### src/rtl/inst_fetch.sv
// Instruction fetch stage: loadable program memory, start/stop fetch PC with wrap and redirect,
// and a 2-entry output FIFO feeding decode over a valid/ready handshake.
module inst_fetch #(
  parameter int unsigned IW = 14,
  parameter int unsigned AW = 5
) (
  input  logic          clk,
  input  logic          rst,
  input  logic          load_en,
  input  logic [AW-1:0] load_addr,
  input  logic [IW-1:0] load_data,
  input  logic          run,
  input  logic [AW-1:0] start_pc,
  input  logic [AW-1:0] last_pc,
  input  logic          redirect_valid,
  input  logic [AW-1:0] redirect_pc,
  output logic          out_valid,
  input  logic          out_ready,
  output logic [IW-1:0] inst_out,
  output logic [AW-1:0] pc_out,
  output logic          busy,
  output logic          done
);

  localparam int unsigned Depth = 1 << AW;

  typedef enum logic [1:0] {StIdle, StRun, StDrain} state_e;

  state_e        state_q, state_d;
  logic [AW-1:0] fetch_pc_q, fetch_pc_d;
  logic [AW-1:0] stop_pc_q, stop_pc_d;
  logic          inflight_q, inflight_d;
  logic [AW-1:0] inflight_pc_q, inflight_pc_d;
  logic [IW-1:0] rd_data_q, rd_data_d;
  logic [IW-1:0] fifo_inst_q [2];
  logic [IW-1:0] fifo_inst_d [2];
  logic [AW-1:0] fifo_pc_q [2];
  logic [AW-1:0] fifo_pc_d [2];
  logic [1:0]    count_q, count_d;
  logic          done_q, done_d;

  logic [IW-1:0] mem_q [Depth];

  logic          pop;
  logic          issue;
  logic          flush;
  logic          room;
  logic [2:0]    occupancy;
  logic [1:0]    cnt;

  assign out_valid = (count_q != 2'd0);
  assign pop       = out_valid & out_ready;
  assign inst_out  = out_valid ? fifo_inst_q[0] : '0;
  assign pc_out    = out_valid ? fifo_pc_q[0] : '0;
  assign busy      = (state_q != StIdle);
  assign done      = done_q;

  // Slots committed after this edge: entries that stay plus the read about to land.
  assign occupancy = {1'b0, count_q} - {2'b00, pop} + {2'b00, inflight_q};
  assign room      = (occupancy < 3'd2);

  always_comb begin
    state_d    = state_q;
    fetch_pc_d = fetch_pc_q;
    stop_pc_d  = stop_pc_q;
    done_d     = 1'b0;
    issue      = 1'b0;
    flush      = 1'b0;
    unique case (state_q)
      StIdle: begin
        if (run) begin
          state_d    = StRun;
          fetch_pc_d = start_pc;
          stop_pc_d  = last_pc;
        end
      end
      StRun: begin
        if (redirect_valid) begin
          flush      = 1'b1;
          fetch_pc_d = redirect_pc;
        end else if (room) begin
          issue      = 1'b1;
          fetch_pc_d = fetch_pc_q + AW'(1);
          if (fetch_pc_q == stop_pc_q) state_d = StDrain;
        end
      end
      StDrain: begin
        if (redirect_valid) begin
          flush      = 1'b1;
          fetch_pc_d = redirect_pc;
          state_d    = StRun;
        end else if ((count_q == 2'd0) && !inflight_q) begin
          state_d = StIdle;
          done_d  = 1'b1;
        end
      end
      default: state_d = StIdle;
    endcase
  end

  always_comb begin
    rd_data_d     = rd_data_q;
    inflight_pc_d = inflight_pc_q;
    inflight_d    = issue;
    fifo_inst_d   = fifo_inst_q;
    fifo_pc_d     = fifo_pc_q;
    cnt           = count_q;
    if (issue) begin
      rd_data_d     = mem_q[fetch_pc_q];
      inflight_pc_d = fetch_pc_q;
    end
    if (flush) begin
      cnt        = 2'd0;
      inflight_d = 1'b0;
    end else begin
      if (pop) begin
        fifo_inst_d[0] = fifo_inst_q[1];
        fifo_pc_d[0]   = fifo_pc_q[1];
        cnt            = cnt - 2'd1;
      end
      if (inflight_q) begin
        fifo_inst_d[cnt[0]] = rd_data_q;
        fifo_pc_d[cnt[0]]   = inflight_pc_q;
        cnt                 = cnt + 2'd1;
      end
    end
    count_d = cnt;
  end

  always_ff @(posedge clk) begin
    if (rst) begin
      state_q        <= StIdle;
      fetch_pc_q     <= '0;
      stop_pc_q      <= '0;
      inflight_q     <= 1'b0;
      inflight_pc_q  <= '0;
      rd_data_q      <= '0;
      fifo_inst_q[0] <= '0;
      fifo_inst_q[1] <= '0;
      fifo_pc_q[0]   <= '0;
      fifo_pc_q[1]   <= '0;
      count_q        <= 2'd0;
      done_q         <= 1'b0;
    end else begin
      state_q        <= state_d;
      fetch_pc_q     <= fetch_pc_d;
      stop_pc_q      <= stop_pc_d;
      inflight_q     <= inflight_d;
      inflight_pc_q  <= inflight_pc_d;
      rd_data_q      <= rd_data_d;
      fifo_inst_q[0] <= fifo_inst_d[0];
      fifo_inst_q[1] <= fifo_inst_d[1];
      fifo_pc_q[0]   <= fifo_pc_d[0];
      fifo_pc_q[1]   <= fifo_pc_d[1];
      count_q        <= count_d;
      done_q         <= done_d;
    end
  end

  // Program memory is deliberately not reset so a program survives rst.
  always_ff @(posedge clk) begin
    if ((state_q == StIdle) && load_en) mem_q[load_addr] <= load_data;
  end

endmodule

### config.mk
export PLATFORM = sky130hd
export DESIGN_NAME = inst_fetch
export DESIGN_NICKNAME = d
export VERILOG_FILES = /design/src/rtl/inst_fetch.sv
export SDC_FILE = /design/constraint.sdc
export NUM_CORES = 1
export LEC_CHECK = 0
export CORE_MARGIN = 2
export CORE_UTILIZATION = 52
export DETAILED_ROUTE_END_ITERATION = 12
export PLACE_DENSITY = 0.69
export SETUP_SLACK_MARGIN = 0.4
export SLEW_MARGIN = 30
export SYNTH_ARGS = -nofsm -noshare
export SYNTH_HDL_FRONTEND = slang
export SYNTH_SLANG_ARGS = --single-unit
### constraint.sdc
create_clock -name clk -period 7.16 [get_ports clk]
set_clock_uncertainty 0.2 [all_clocks]
set_input_delay 1.074 -clock clk [delete_from_list [all_inputs] [get_ports clk]]
set_output_delay 1.074 -clock clk [all_outputs]
set_load 0.05 [all_outputs]
==> reports/metrics.yaml, run 1 <==
syn_nets: 1297
async_reset_ff_share_pct: 0
crit_chain: "inv_1 > ha_1 > nor2b_1 > xnor2_2 > inv_1 > ha_1 > inv_1 > fa_1 > nor2b_1 > nand3_1 > nor3_2 > nand3_1 > a41oi_1"
synthFlopType: "edfxtp_1"
grt_pass1_vias: 11268
r2r_cells: 13
io_buffers: 61
r2r_slack_ns: 1.49
status: "finished clean"
cts_buffers: 51
period_share_pct: 79.15
clock_sinks: 521
synthTopCellsByArea: "edfxtp_1, dfxtp_1, mux2i_1"
avgSynthCellArea_um2: 16.69
worst-path-buf-inv: 3
grt_usage_pct: 22.51
drive_above_1_share_pct: 15.31
num_vias: 11476
syn_inst: 1249
fin_nets: 1391
cts_setup_buffers: 0
synth_top_area_share_pct: 64.53
ctsResizeCount: 0
die_h_um: 204.2
r2r_end: "rd_data_q[2]"
cts_hold_buf: 0
hold_path_depth: 2
die_w_um: 204.2
cpPeakStageDelay_ns: 0.95
crit_top_cell: "inv_1"
grt_max_degree: 82
setup_violations: 0
wl_per_cell_um: 24.39
slew_headroom_pct: 31.72
netlist_area_um2: 20850
final_area_um2: 23730
r2r-start: "count_q[0]"
dp_hpwl_um: 28750
ant_nets: 0
htreeDepth: 2
clock_latency_ns: 0.57
cp_max_fo: 24
powerDensity_nw_per_um2: 342.9
setup_tns_ns: 0
viasPerCell: 6.030
layout_common_cells: "edfxtp_1, mux2i_1, nand2_1"
path_delay_family: "simple AND/OR/NAND/NOR gates"
yosys_register_bits: 521
synth_area_leader_cell: "edfxtp_1"
gp_congestion: 0.8674
final_common_cell: "edfxtp_1"
die_area_um2: 41710
p_leak_uw: 0.007504
ioPinCount: 62
final_cell_count_no_fill: 1903
core_area_um2: 39640
start_util_pct: 52.59
drt_first_iter_violations: 1197
hold_viol_final: 0
max_clock_freq_ghz: 0.1765
rsz0062_at_grt: "false"
critPathCaptureType: "flop"
dr.pass1.iters: 7
area_growth_pct: 13.82
tightest_slew_ns: 1.024
crit_type: "reg2reg"
yosys_warnings: 0
max_cap_viol_count: 0
cts_max_path_buffers: 3
diodes: 0
hold_path_class: "reg2reg"
finalCriticalPeriod_ns: 5.667
wl_um: 46410
rows: 73
cts-root-buf: "clkbuf_16"
cts_tree: "built"
crit_slowest_cell: "nor3_2"
ys_types: 52
arrival_ns: 5.95
drcViolationCount: 0
startpoint_type: "flop"
slew_viol_final: 0
grt_first_pass_wirelength_um: 69280
ys_seq_area_share_pct: 71.54
dpl_cell_area_um2: 22170
cp.required_ns: 7.44
antenna_found_initial: 0
path_clk_slew_ns: 0.06
dp_cells: 1815
grt_overflow: 0
peakVddDrop_uv: 184.7
synth_edf_count: 448
whs_ns: 0.2539
-- where the power goes --
part | leakage, uW | switching (uW) | internal [uW]
clock | 0.000747 | 1070 | 1450
combinational | 0.00213 | 1160 | 837
sequential | 0.00463 | 220 | 3400
-- metal layers --
layer	wire length, um	track usage, %	vias up	share of wire [%]
li1	-	-	5141	-
met1	19450	31.00	5836	42
met4	1419	7.945	0	3.1
met5	0	0	-	0
met2	22220	36.14	424	48
met3	3316	4.321	75	7.1
-- cell families after synthesis --
family / after synthesis / synth area share, %
XOR/XNOR: 11 / 0.5342
multiplexers: 208 / 13.79
adder cells (fa/ha/maj): 8 / 0.5162
AO/OA/AOI/OAI: 205 / 6.836
buffers and inverters: 85 / 2.047
AND/OR/NAND/NOR: 211 / 4.730
flip-flops: 521 / 71.54
-- cell type report --
class,count,area (um2)
Fill cell,2926,15910
Sequential cell,521,14920
Multi-Input combinational cell,643,5539
Clock buffer,65,1329
Timing Repair Buffer,113,1006
Tap cell,525,656.9
Clock inverter,23,225.2
Inverter,13,48.80
-- tightest hold or removal path: cells and delay by family (launching register included) --
kind               cells  cell delay (ns)
and+or+nand+nor        1             0.05
DFF                    1             0.31
AOI/OAI and AO/OA      1             0.05
-- cells in the mapped netlist, types with 3 or more instances --
cell type,number
and2_0,3
mux4_2,41
a222oi_1,13
a21oi_1,62
mux2_2,29
a31oi_1,7
dfxtp_1,73
edfxtp_1,448
nor3_1,6
a22oi_1,32
buf_6,8
mux2i_1,123
a32oi_1,13
a211oi_1,4
nor2_1,54
o2bb2ai_1,6
nand2b_1,5
o21bai_1,3
or3_1,3
o211ai_1,11
nand2_1,78
buf_1,3
buf_4,7
a221oi_1,14
and3_1,7
mux4_1,15
nand3_1,14
inv_1,13
ha_1,7
a22o_1,13
buf_2,17
o21ai_0,20
nor2b_1,27
nand3b_1,3
clkbuf_1,37
xnor2_1,9
-- how the worst max path moves through the flow --
| stage | startpoint | end | cells past startpoint |
|---|---|---|---|
| 2_1_floorplan | out_ready | rd_data_q[8] | 14 |
| 3_3_place_gp | out_ready | rd_data_q[2] | 12 |
| 3_5_place_dp | out_ready | rd_data_q[2] | 12 |
| 4_1_cts | count_q[0] | rd_data_q[13] | 13 |
| 5_1_grt | count_q[0] | rd_data_q[6] | 13 |
| 6_report | count_q[0] | rd_data_q[2] | 13 |
-- state kept, by name, indices dropped and copies added, names as in the netlist, 2 cells and up, named ones only --
signal         count
inflight_pc_q      5
rd_data_q         14
stop_pc_q          5
fifo_pc_q          5
fetch_pc_q         5
fifo_inst_q       14
mem_q            448
state_q            2
count_q            2
-- through the flow --
stage / util, % / power, uW / setup slack [ns]
floorplan: - / 4997 / 3.034
global placement: 55.95 / 5656 / 1.430
detailed placement: 55.92 / 5672 / 1.225
CTS: 59.84 / 8176 / 1.662
global route: 59.86 / 8442 / 1.070
finish: 59.86 / 8136 / 1.493
(Power assumes the default switching activity.)
==> inputs of run 2 (changes only) <==
- PLACE_DENSITY: 0.69 -> 0.72
- clock period: 7.16 -> 4.9 ns (I/O delays scaled with it)
==> run 2 against run 1 <==
  * Flip-flop and latch count is the same
  * Worst setup slack got worse by 0.71 ns
  * Design area increased by 0.39%
  * Critical path depth is the same
  * Sequential power increased by 45%
  * Clock power increased by 50%
  * Clock-buffer cell count increased by 1
  * Wire length grew 1.9%
  * Global-route usage grew 0.38 points
  * Power rose by 48%
==> reports/metrics.yaml, run 2 (synthesis results as in run 1) <==
gp_congestion: 0.8899  # +2.6%
cts_buffers: 52  # +2.0%
worst-path-buf-inv: 3  # unchanged
crit_slowest_cell: "nor3_2"
cts-root-buf: "clkbuf_16"
drcViolationCount: 0  # unchanged
arrival_ns: 4.42  # -1.53 ns
viasPerCell: 6.009  # -0.36%
peakVddDrop_uv: 286.9  # +55%
path_delay_family: "simple AND/OR/NAND/NOR gates"
cpPeakStageDelay_ns: 0.81  # -0.14 ns
drt_first_iter_violations: 1089  # -9.0%
largest_reg_flops: 448  # unchanged
slew_headroom_pct: 33.37  # +1.6 points
ant_nets: 0  # unchanged
core_area_um2: 39640  # unchanged
cts_max_path_buffers: 3  # unchanged
grt_overflow: 0  # unchanged
grt_usage_pct: 22.89  # +0.38 points
antenna_found_initial: 0  # unchanged
io_buffers: 61  # unchanged
period_share_pct: 84.12  # +5.0 points
hold_viol_final: 0  # unchanged
worst_slack_ns: 0.7783  # -0.7147 ns
wl_per_cell_um: 24.69  # +1.2%
die_w_um: 204.2  # unchanged
powerDensity_nw_per_um2: 505.8  # +48%
ioPinCount: 62  # unchanged
ctsResizeCount: 0  # unchanged
die_area_um2: 41710  # unchanged
setup_tns_ns: 0  # unchanged
start_util_pct: 52.59  # unchanged
rsz0062_at_grt: "false"
die_h_um: 204.2  # unchanged
layout_common_cells: "edfxtp_1, mux2i_1, nand2_1"
dp_hpwl_um: 28880  # +0.44%
dr.pass1.iters: 10  # +3
top_regs: "mem_q: 448 flops, fifo_inst_q: 14 flops, rd_data_q: 14 flops"
clock_latency_ns: 0.59  # +0.02 ns
wl_um: 47290  # +1.9%
cts_setup_buffers: 0  # unchanged
cp_max_fo: 14  # -42%
final_cell_count_no_fill: 1915  # +0.63%
clock_sinks: 521  # unchanged
critPathCaptureType: "flop"
dp_slack_ns: 0.3725  # -0.8528 ns
regMostFlops: "mem_q"
max_cap_viol_count: 0  # unchanged
startpoint_type: "flop"
finalCriticalPeriod_ns: 4.122  # -1.545 ns
max_clock_freq_ghz: 0.2426  # +37%
htreeDepth: 2  # unchanged
status: "finished clean"
crit_top_cell: "inv_1"
grt_first_pass_wirelength_um: 70180  # +1.3%
rows: 73  # unchanged
cts_tree: "built"
grt_pass1_vias: 11274  # +0.053%
num_vias: 11507  # +0.27%
path_clk_slew_ns: 0.06  # about the same
tightest_slew_ns: 0.9989  # -0.02473 ns
crit_chain: "inv_1 > ha_1 > nor2b_1 > xnor2_2 > inv_1 > ha_1 > inv_1 > fa_1 > nor2b_1 > nand3_1 > nor3_2 > nand3_1 > a41oi_1"
grt_max_degree: 70  # -15%
crit_type: "reg2reg"
diodes: 0  # unchanged
cp.required_ns: 5.20  # -2.24 ns
p_leak_uw: 0.007580  # +1.0%
area_growth_pct: 14.27
slew_viol_final: 0  # unchanged
setup_violations: 0  # unchanged
cts_hold_buf: 0  # unchanged
drive_above_1_share_pct: 15.97  # +0.66 points
dp_cells: 1820  # +0.28%
final_common_cell: "edfxtp_1"
hold_path_class: "reg2reg"
fin_nets: 1397  # +0.43%
[run 2: cell types whose count changed in the layout (fill, tap and decap cells not counted), moves of 2 or more]
cell | previous run | this run
clkinv_1 | 5 | 13
buf_4 | 50 | 56
inv_6 | 3 | 0
clkbuf_16 | 51 | 54
clkinv_2 | 6 | 10
nor3_2 | 3 | 5
clkdlybuf4s50_1 | 57 | 54
clkbuf_1 | 14 | 11
clkinvlp_2 | 3 | 0
buf_2 | 4 | 6
[run 2: per-stage QoR]
step           utilization [%]  area (um2)  hold WS [ns]  power (uW)
2_1_floorplan                -       20850        0.2247        7302
3_3_place_gp             56.05       22220        0.2366        8308
3_5_place_dp             55.98       22190        0.2438        8332
4_1_cts                  60.09       23820        0.2558       12100
5_1_grt                  60.09       23820        0.2824       12490
6_report                 60.09       23820        0.2515       12050
[run 2: area by class of cell]
| class | instances | area, um2 |
|---|---|---|
| Inverter | 13 | 48.80 |
| Tap cell | 525 | 656.9 |
| Clock inverter | 29 | 221.5 |
| Clock buffer | 66 | 1406 |
| Timing Repair Buffer | 118 | 1031 |
| Fill cell | 2921 | 15820 |
| Multi-Input combinational cell | 643 | 5533 |
| Sequential cell | 521 | 14920 |
[run 2: worst paths after layout]
check / startpoint / cells after the start / slack (ns) / end
setup reg to reg: count_q[0] / 13 / 0.78 / rd_data_q[2]
hold / removal: flop / 2 / 0.25 / flop
hold reg to reg: flop / 2 / 0.25 / flop
setup / recovery: count_q[0] / 13 / 0.78 / rd_data_q[2]
[run 2: metal layers]
metal	up-vias	wire [um]	track usage, %
met4	0	1397	7.712
met2	427	22890	37.11
li1	5155	-	-
met5	-	0	0
met1	5833	19340	30.69
met3	92	3660	5.341
[run 2: worst register-to-register path: cells and delay by family, from the launching register on]
kind	cells	cell delay (ns)
AO/OA/AOI/OAI	1	0.26
XOR/XNOR	1	0.18
adder cells (fa/ha/maj)	3	0.88
buffers and inverters	3	0.25
flip-flops	1	0.43
AND/OR/NAND/NOR	5	1.84
[run 2: power by group]
group          leakage (uW)  internal, uW  switching, uW  total (uW)
registers           0.00463          4970            280        5250
logic               0.00216          1250           1760        3010
clock network      0.000799          2180           1610        3790
==> inputs of run 3 (changes only) <==
- PLACE_DENSITY: 0.72 -> 0.69
- clock period: 4.9 -> 3.9 ns (I/O delays scaled with it)
==> run 3 against run 2 <==
  * Global-route usage is 0.25 points higher
  * Worst hold slack better by 0.0018 ns
  * First-iteration DRC count decreased by 0.64%
  * Design area is 1.5% higher
  * Power is 28% higher
  * Critical endpoint is now rd_data_q[0]
  * Non-clock buffer count is 32 higher
  * Core utilization rose by 0.89 points
  * Via count is 1.3% higher
  * Die area did not move
  * Cell count is 1.8% higher
  * Flip-flop and latch count unchanged
==> reports/metrics.yaml, run 3 (synthesis results as in run 1) <==
status: "finished clean"
diodes: 0  # unchanged
multi_input_area_um2: 5555  # +0.41%
largest_reg_flops: 448  # unchanged
dp_hpwl_um: 29240  # +1.3%
io_buffers: 61  # unchanged
slew_headroom_pct: 46.63  # +13 points
cts_tree: "built"
top_regs: "mem_q: 448 flops, fifo_inst_q: 14 flops, rd_data_q: 14 flops"
final_common_cell: "edfxtp_1"
drt_first_iter_violations: 1082  # -0.64%
cts_max_path_buffers: 3  # unchanged
cts_hold_buf: 0  # unchanged
num_vias: 11652  # +1.3%
cp.required_ns: 4.22  # -0.98 ns
hold_viol_final: 0  # unchanged
grt_overflow: 0  # unchanged
cts_buffers: 52  # unchanged
wl_um: 47470  # +0.39%
viasPerCell: 5.978  # -0.51%
grt_pass1_vias: 11473  # +1.8%
period_share_pct: 84.42  # +0.30 points
regMostFlops: "mem_q"
path_clk_slew_ns: 0.06  # about the same
fin_nets: 1429  # +2.3%
hold_path_class: "reg2reg"
grt_usage_pct: 23.14  # +0.25 points
finalCriticalPeriod_ns: 3.292  # -0.8295 ns
wl_per_cell_um: 24.36  # -1.4%
rows: 73  # unchanged
die_area_um2: 41710  # unchanged
drcViolationCount: 0  # unchanged
core_area_um2: 39640  # unchanged
drive_above_1_share_pct: 17.98  # +2.0 points
critPathCaptureType: "flop"
cp_max_fo: 13  # -1
p_leak_uw: 0.007795  # +2.8%
setup_tns_ns: 0  # unchanged
antenna_found_initial: 0  # unchanged
regArea_um2: 14930  # about the same
gp_congestion: 0.8721  # -2.0%
grt_max_degree: 77  # +10%
startpoint_type: "flop"
max_cap_viol_count: 0  # unchanged
start_util_pct: 52.59  # unchanged
rsz0062_at_grt: "false"
arrival_ns: 3.61  # -0.81 ns
dr.pass1.iters: 7  # -3
clock_latency_ns: 0.59  # about the same
powerDensity_nw_per_um2: 637.2  # +26%
grt_first_pass_wirelength_um: 71420  # +1.8%
htreeDepth: 2  # unchanged
layout_common_cells: "edfxtp_1, mux2i_1, buf_4"
fin_util_pct: 60.98  # +0.89 points
ioPinCount: 62  # unchanged
area_growth_pct: 15.96
die_w_um: 204.2  # unchanged
max_clock_freq_ghz: 0.3037  # +25%
nFillCells: 2936  # +0.51%
slew_viol_final: 0  # unchanged
cts-root-buf: "clkbuf_16"
crit_type: "reg2reg"
ant_nets: 0  # unchanged
die_h_um: 204.2  # unchanged
tightest_slew_ns: 0.8005  # -0.1984 ns
clock_sinks: 521  # unchanged
peakVddDrop_uv: 405.9  # +41%
setup_violations: 0  # unchanged
==> run 3: cell types whose count changed in the layout (fill, tap and decap cells not counted), moves of 3 or more <==
cell,previous run,this run
clkinv_2,10,13
buf_2,6,1
buf_4,56,85
clkdlybuf4s50_1,54,60
clkinv_1,13,10
nor2_1,51,54
nor2_2,3,0
==> run 3: worst paths after layout <==
check,cells past startpoint,end,slack (ns),from
worst min register to register,2,flop,0.25,flop
worst min-delay path,2,flop,0.25,flop
worst max-delay path,14,rd_data_q[0],0.61,count_q[0]
worst max register to register,14,rd_data_q[0],0.61,count_q[0]
==> run 3: worst max-delay path, cell delays in order (launching register included) <==
cell,delay (ns)
dfxtp_4,0.38
inv_1,0.06
ha_1,0.21
nor2b_2,0.17
xnor2_2,0.09
inv_1,0.08
ha_1,0.14
inv_1,0.05
fa_1,0.52
nor2b_2,0.21
nand3_4,0.13
nor3_4,0.54
buf_4,0.22
a32oi_1,0.06
a21oi_1,0.14
==> run 3: what timing repair did <==
| action | 4_1_cts | 5_1_grt |
|---|---|---|
| setup endpoints to repair | 0 | 16 |
| hold endpoints to repair | 0 | 0 |
| setup buffers | 0 | 2 |
| resized for setup | 0 | 9 |
==> run 3: power breakdown <==
part / switching (uW) / internal (uW) / leakage [uW] / total (uW)
Sequential: 298 / 6250 / 0.00463 / 6550
Combinational: 2300 / 1700 / 0.00234 / 4000
Clock: 2030 / 2830 / 0.000824 / 4860
==> run 3: final cells by class <==
class	instances	share of cell area (%)
Clock buffer	65	5.694
Clock inverter	32	1.185
Inverter	13	0.2019
Multi-Input combinational cell	643	22.98
Sequential cell	521	61.77
Tap cell	525	2.717
Timing Repair Buffer	150	5.455
==> run 3: layer usage <==
| metal | vias up | track usage (%) | part of all wire (%) |
|---|---|---|---|
| li1 | 5233 | - | - |
| met1 | 5962 | 31.58 | 42 |
| met2 | 386 | 37.57 | 49 |
| met3 | 71 | 5.166 | 7.0 |
| met4 | 0 | 6.755 | 2.2 |
| met5 | - | 0 | 0 |
==> run 3: per-stage QoR <==
step	hold slack (ns)	cell area [um2]	power [uW]	setup WS [ns]	instances
floorplan	0.2247	20880	9196	0.4138	1249
global placement	0.2410	22460	10590	0.1990	1850
detailed placement	0.2452	22470	10620	0.1090	1850
CTS	0.2551	24130	15450	0.4382	1947
global route	0.2775	24170	15970	0.3969	1949
finish	0.2532	24170	15400	0.6078	1949
